File: src/rtl/riscv_mem_pkg.sv
// Shared definitions for the instruction-memory boot loader and the memory's byte write port.
package riscv_mem_pkg;

   // Byte-addressed instruction memory: 2**MEM_ADDR_BITS bytes
   localparam int MEM_ADDR_BITS  = 12;
   localparam int BYTES_PER_WORD = 4;

   // Loader sequencing states
   typedef enum logic [1:0] {
      IDLE  = 2'd0,
      LOAD  = 2'd1,
      WRITE = 2'd2,
      DONE  = 2'd3
   } loader_state_t;

endpackage

File: src/rtl/instr_mem_loader.sv
// Boot-time loader: takes 32-bit program words from a valid/ready stream and writes them
// little-endian into the byte-wide instruction memory, one byte per cycle. Keeps the CPU
// held in reset until a load has completed.
module instr_mem_loader #(
   parameter int ADDRESS_WIDTH = 32,
   parameter int DATA_WIDTH    = 8,
   parameter int IN_WIDTH      = 32,
   parameter int MEM_ADDR_BITS = 12
) (
   input  logic                     clk,
   input  logic                     rst_n,
   input  logic                     start,
   input  logic [ADDRESS_WIDTH-1:0] base_addr,
   input  logic [MEM_ADDR_BITS-2:0] word_count,
   input  logic                     in_valid,
   input  logic [IN_WIDTH-1:0]      in_data,
   output logic                     in_ready,
   output logic                     we,
   output logic [MEM_ADDR_BITS-1:0] waddr,
   output logic [DATA_WIDTH-1:0]    wdata,
   output logic                     busy,
   output logic                     done,
   output logic                     cpu_hold
);

   import riscv_mem_pkg::*;

   localparam int                     BYTE_IDX_W = $clog2(BYTES_PER_WORD);
   localparam logic [MEM_ADDR_BITS-1:0] WORD_STEP = MEM_ADDR_BITS'(32'(BYTES_PER_WORD));
   localparam logic [MEM_ADDR_BITS-2:0] ONE_WORD  = (MEM_ADDR_BITS-1)'(32'd1);
   localparam logic [BYTE_IDX_W-1:0]    LAST_BYTE = BYTE_IDX_W'(32'(BYTES_PER_WORD - 1));

   loader_state_t            state_q, state_d;
   logic [MEM_ADDR_BITS-1:0] ptr_q, ptr_d;
   logic [MEM_ADDR_BITS-2:0] words_left_q, words_left_d;
   logic [BYTE_IDX_W-1:0]    byte_idx_q, byte_idx_d;
   logic [IN_WIDTH-1:0]      word_reg_q, word_reg_d;
   logic                     cpu_hold_q, cpu_hold_d;

   // Only the in-memory, word-aligned part of base_addr is meaningful
   logic unused_s;
   assign unused_s = ^{base_addr[ADDRESS_WIDTH-1:MEM_ADDR_BITS], base_addr[1:0]};

   // State and datapath registers with synchronous active-low reset
   always_ff @(posedge clk) begin
      if (!rst_n) begin
         state_q      <= IDLE;
         ptr_q        <= {MEM_ADDR_BITS{1'b0}};
         words_left_q <= {(MEM_ADDR_BITS-1){1'b0}};
         byte_idx_q   <= {BYTE_IDX_W{1'b0}};
         word_reg_q   <= {IN_WIDTH{1'b0}};
         cpu_hold_q   <= 1'b1;
      end else begin
         state_q      <= state_d;
         ptr_q        <= ptr_d;
         words_left_q <= words_left_d;
         byte_idx_q   <= byte_idx_d;
         word_reg_q   <= word_reg_d;
         cpu_hold_q   <= cpu_hold_d;
      end
   end

   // Next-state logic: sequence accept -> four byte writes -> next word or finish
   always_comb begin
      state_d      = state_q;
      ptr_d        = ptr_q;
      words_left_d = words_left_q;
      byte_idx_d   = byte_idx_q;
      word_reg_d   = word_reg_q;
      cpu_hold_d   = cpu_hold_q;
      case (state_q)
         IDLE: begin
            if (start) begin
               ptr_d        = {base_addr[MEM_ADDR_BITS-1:2], 2'b00};
               words_left_d = word_count;
               byte_idx_d   = {BYTE_IDX_W{1'b0}};
               cpu_hold_d   = 1'b1;
               state_d      = (word_count == {(MEM_ADDR_BITS-1){1'b0}}) ? DONE : LOAD;
            end else begin
               state_d = IDLE;
            end
         end
         LOAD: begin
            if (in_valid) begin
               word_reg_d = in_data;
               byte_idx_d = {BYTE_IDX_W{1'b0}};
               state_d    = WRITE;
            end else begin
               state_d = LOAD;
            end
         end
         WRITE: begin
            if (byte_idx_q == LAST_BYTE) begin
               byte_idx_d   = {BYTE_IDX_W{1'b0}};
               ptr_d        = ptr_q + WORD_STEP;  // wraps at the top of memory
               words_left_d = words_left_q - ONE_WORD;
               state_d      = (words_left_q == ONE_WORD) ? DONE : LOAD;
            end else begin
               byte_idx_d = byte_idx_q + BYTE_IDX_W'(32'd1);
               state_d    = WRITE;
            end
         end
         DONE: begin
            cpu_hold_d = 1'b0;
            state_d    = IDLE;
         end
         default: begin
            state_d = IDLE;
         end
      endcase
   end

   // Outputs decode registered state only; write bus is driven to zero outside WRITE
   assign in_ready = (state_q == LOAD);
   assign we       = (state_q == WRITE);
   assign busy     = (state_q == LOAD) || (state_q == WRITE);
   assign done     = (state_q == DONE);
   assign cpu_hold = cpu_hold_q;
   assign waddr    = we ? (ptr_q + MEM_ADDR_BITS'(byte_idx_q)) : {MEM_ADDR_BITS{1'b0}};
   assign wdata    = we ? word_reg_q[32'(byte_idx_q) * DATA_WIDTH +: DATA_WIDTH]
                        : {DATA_WIDTH{1'b0}};

endmodule

File: config.mk
export PLATFORM = sky130hd
export DESIGN_NAME = instr_mem_loader
export DESIGN_NICKNAME = d
export VERILOG_FILES = /design/src/rtl/riscv_mem_pkg.sv /design/src/rtl/instr_mem_loader.sv
export SDC_FILE = /design/constraint.sdc
export NUM_CORES = 1
export LEC_CHECK = 0
export ABC_AREA = 1
export CAP_MARGIN = 20
export CORE_MARGIN = 4
export CORE_UTILIZATION = 50
export CTS_BUF_LIST = sky130_fd_sc_hd__clkbuf_4 sky130_fd_sc_hd__clkbuf_8
export CTS_CLUSTER_DIAMETER = 30
export DETAILED_ROUTE_END_ITERATION = 16
export GPL_ROUTABILITY_DRIVEN = 0
export PLACE_DENSITY = 0.89
export SLEW_MARGIN = 0
export SYNTH_ARGS = -nofsm -noshare
export SYNTH_HDL_FRONTEND = slang
export SYNTH_SLANG_ARGS = --single-unit
File: constraint.sdc
create_clock -name clk -period 3.7 [get_ports clk]
set_input_delay 1.11 -clock clk [delete_from_list [all_inputs] [get_ports clk]]
set_output_delay 1.11 -clock clk [all_outputs]
set_load 0.05 [all_outputs]
# ---- Word level (Yosys, flattened, before mapping)
# Cells that the tools add are included.
dict set report classes {
  addsub 4
  n_mul 0
  div 0
  n_lt_le_gt_ge 0
  n_eq_ne 8
  shift 1
  muxes 20
  bitwise 0
  reduce_logical 10
}
# cell n
set op_table {}
lappend op_table {{$mux W12} 3}
lappend op_table {{$shiftx A32 B6 Y8} 1}
lappend op_table {{$pmux W12 S2} 1}
lappend op_table {{$mux W11} 2}
lappend op_table {{$pmux W11 S2} 1}
lappend op_table {{$mux W2} 8}
lappend op_table {{$add A12 B2 Y12} 1}
lappend op_table {{$add A12 B3 Y12 const B} 1}
lappend op_table {{$eq A11 B1 Y1 const B} 1}
lappend op_table {{$logic_not A11 Y1} 1}
lappend op_table {{$sub A11 B1 Y11 const B} 1}
lappend op_table {{$mux W8} 1}
lappend op_table {{$pmux W2 S4} 1}
lappend op_table {{$eq A2 B2 Y1 const B} 3}
lappend op_table {{$pmux W2 S3} 1}
lappend op_table {{$reduce_and A3 Y1} 2}
lappend op_table {{$ne A2 B2 Y1 const B} 2}
lappend op_table {{$reduce_and A2 Y1} 2}
lappend op_table {{$reduce_bool A2 Y1} 2}
lappend op_table {{$reduce_bool A3 Y1} 1}
lappend op_table {{$add A2 B1 Y2 const B} 1}
lappend op_table {{$eq A2 B1 Y1 const B} 1}
lappend op_table {{$logic_not A2 Y1} 1}
lappend op_table {{$ne A2 B1 Y1 const B} 1}
lappend op_table {{other kinds (3)} 3}
dict set report totals {
  reg_bits 60
  latchBits 0
  ramBits 0
  romBits 0
  out_inout_bits 25
  n_memories 0
}

# ---- Logic depth before layout (Yosys ltp)
dict set report depth {
  word_depth 4
  ltp_mapped 10
  mapped_depth_nobuf 9
}

# ---- Worst setup path before layout
# No wires, ideal clock.
dict set report synth_path {
  kind {reg-to-output}
  startpoint {register state_q[0]}
  endpoint {output wdata[0]}
  arrival_ps 2167
  slack_ps 423
  path_stages_with_launch 7
  n_path_buf 2
  cell_sequence {dfxtp_1 > inv_1 > ha_1 > inv_2 > buf_2 > buf_1 > a21oi_1}
}
dict set report synth_via {
  elab_chain_cells 2
}
# element line_no
set synth_lines {}
lappend synth_lines {{from (decl)} instr_mem_loader.sv:33} ;# loader_state_t state_q, state_d;
lappend synth_lines {{from (signal assigned)} instr_mem_loader.sv:54} ;# state_q <= state_d;
lappend synth_lines {{$eq A2 B2 Y1} instr_mem_loader.sv:115} ;# assign we = (state_q == WRITE);
lappend synth_lines {{via we} instr_mem_loader.sv:18} ;# output logic we,
lappend synth_lines {{$mux W8} instr_mem_loader.sv:120} ;# assign wdata = we ? word_reg_q[32'(byte_idx_q) * DATA_WIDTH +: DATA_WIDTH]
lappend synth_lines {{to (decl)} instr_mem_loader.sv:20} ;# output logic [DATA_WIDTH-1:0] wdata,
# The timed path passes the listed nets, and every way through them passes these cells.

# ---- Final worst setup path
dict set report layout_path {
  startpoint {register byte_idx_q[0]}
  endpoint {output wdata[1]}
}
dict set report layout_via {
  elab_chain_cells 2
}
# element line_no
set layout_lines {}
lappend layout_lines {{from (decl)} instr_mem_loader.sv:36} ;# logic [BYTE_IDX_W-1:0] byte_idx_q, byte_idx_d;
lappend layout_lines {{from (signal assigned)} instr_mem_loader.sv:50} ;# byte_idx_q <= {BYTE_IDX_W{1'b0}};
lappend layout_lines {{from (signal assigned)} instr_mem_loader.sv:57} ;# byte_idx_q <= byte_idx_d;
lappend layout_lines {{$shiftx A32 B6 Y8} instr_mem_loader.sv:120}
lappend layout_lines {{$mux W8} instr_mem_loader.sv:120}
# No other way between the ends.

==> metrics <==
final setup violating endpoints=0; ys async rst share=0; pwr dens=386 nW/um2; RSZ-0062 raised after global routing=false; Vert. Die Dim=86.4 um; highest clock rate=298 MHz; status=complete, no violations; # IOs=104; crit path DAT=2.25 ns; Synth Flop Type=dfxtp_1; vias in the first global route=3209; Antenna Cells=0; fillers=521; period utilization=0.907; Multi-input gate area=1640 um2; leakage power=1.76 nW; Core Region=5960 um2; Clock Tree Root=clkbuf_8; reg2reg end=words_left_q[5]; Skew-Pair Late Insertion Delay=0.33 ns; Post-synth EDFFs=0; Final #Nets=629; crit path launch type=flop; WL/cell=13.9 um; CTS hold repair buffers=0; first drt pass iteration count=5; total power=0.00159 W; maximum vdd ir drop=215 uV; fin util=0.693; Final Hold Violating Endpoints=0; critical path class=flop to output pin; CTS tree=built; post_cts resized=0; Mapped Cells=473; sequential area share after synthesis=0.378; fraction of layout cells with a size suffix above 1=0.0896; dpl hpwl=5930 um; largest area contributor in the netlist=dfxtp_1; Synth Warn #=0; synthesized area=3070 um2; DIE AREA=7470 um2; combinational share of power=0.181; clk slew on worst S/H paths=0.07 ns; H-tree levels=3; most common cell in the netlist=nor2_1; TritonCTS buffer count=9; top cells by count, synth=126 x nor2_1, 65 x nand2_1, 58 x dfxtp_1, 57 x o21ai_0, 35 x inv_1; Pins Over Slew Limit=0; Sw Ratio=0.282; Hold Path Origin=word_reg_q[30]; IO Port Bufs=81; total of max-cap violations=0; Yosys cell types=32; Post-Route WL=8640 um; cell count of the worst reg-to-reg path=9; top cell type's share of synthesized area=0.378; sequential power share=0.445; grt ovf=0; initial antenna violation count=0; Mapped Nets=560; finished layout cell area=4130 um2; vias per inst=5.47; clock sink count=58; Psw=0.000450 W; clock share of power=0.374; DRC=0; postcts setup bufs=0; area grow syn2layout=34.3%; critical path peak fanout=21; register area=1160 um2; slew margin rel.=0.516; synthesized flop and latch total=58; internal power=0.00114 W; largest cells by area after synthesis=dfxtp_1 38%, nor2_1 15%, o21ai_0 9.3%; CP required=2.59 ns; Mean Syn Cell Area=6.50 um2; Site Rows=28; Area after DPL=3930 um2; reg2reg start=state_q[0]; worst hold path depth=2; GR Util All Layers=0.232; hold path endpoint=word_reg_q[30]; worst-margin pin slew=0.726 ns; Clock Skew=0.00557 ns; Initial Utilization=0.516; die width=86.4 um; Hold WC Path Type=flop to flop; Vias=3404; largest net degree at the start of global routing=42; Initial DRC Count=170; first-pass GRT wire length=14100 um; R2R setup slack=1.58 ns; crit path time final=3.36 ns; post-route ant nets=0; CTS Buffer Depth=2; CP endpoint kind=output pin; TNS Setup=0 ns
==> critical path: stages (launching register included) <==
cell and delay [ns]:
dfxtp_1 0.79, inv_1 0.40, o21ai_0 0.32, a21oi_1 0.19, buf_12 0.20
==> cells by family after synthesis <==
kind of cell / synth area share
fa+ha+maj: 0.0326
flops: 0.378
compound gates: 0.215
simple gates: 0.284
buf+inv: 0.0899
==> layer usage <==
metal  track usage  vias up  routed length [um]
li1              -     1681                   -
met1         0.275     1542                3490
met2         0.401      160                4180
met3        0.0589       21                 811
met4        0.0864        0                 167
met5             0        -                   0
==> power by group through the flow <==
stage | Sequential [W] | Clock, W | Combinational, W
6_report | 0.000708 | 0.000595 | 0.000289
5_1_grt | 0.000713 | 0.000628 | 0.000325
4_1_cts | 0.000707 | 0.000599 | 0.000286
3_5_place_dp | 0.000720 | 0 | 0.000283
3_3_place_gp | 0.000717 | 0 | 0.000273
2_1_floorplan | 0.000709 | 0 | 0.000188
==> cell usage in the layout, fill, tap and decap left out, types with 11 or more instances in the layout <==
cell and n:
clkbuf_8 11, nand2_1 65, o21ai_0 57, buf_4 16
o21ai_1 14, clkdlybuf4s50_1 60, a21oi_1 32, nand3_1 15
nor2_1 126, inv_1 35, dfxtp_1 58
==> through the flow <==
step                std cells  setup slack [ns]  hold WS [ns]
floorplan                 473             0.423         0.449
global placement          606             0.785         0.456
detailed placement        606             0.750         0.469
CTS                       622             0.349         0.482
global route              622             0.191         0.503
finish                    622             0.343         0.477
==> registers in the layout, summed over array words and instances, names as in the netlist <==
name          count
words_left_q     11
state_q           2
word_reg_q       32
ptr_q            10
cpu_hold          1
byte_idx_q        2
==> layout make-up <==
class | count | area share
multi-input combinational | 349 | 0.396
clock inverter | 5 | 0.0127
sequential | 58 | 0.281
clock buffer | 11 | 0.0367
tap | 75 | 0.0227
inverter | 40 | 0.0370
timing repair buffer | 84 | 0.213
==> worst max-delay path by stage <==
stage | endpoint | start | slack, ns
6_report | wdata[1] | byte_idx_q[0] | 0.34
5_1_grt | wdata[0] | byte_idx_q[0] | 0.19
4_1_cts | wdata[1] | byte_idx_q[0] | 0.35
3_5_place_dp | wdata[1] | byte_idx_q[0] | 0.75
3_3_place_gp | wdata[5] | byte_idx_q[0] | 0.79
2_1_floorplan | wdata[0] | state_q[0] | 0.42
Power figures use the tool's default switching activity.
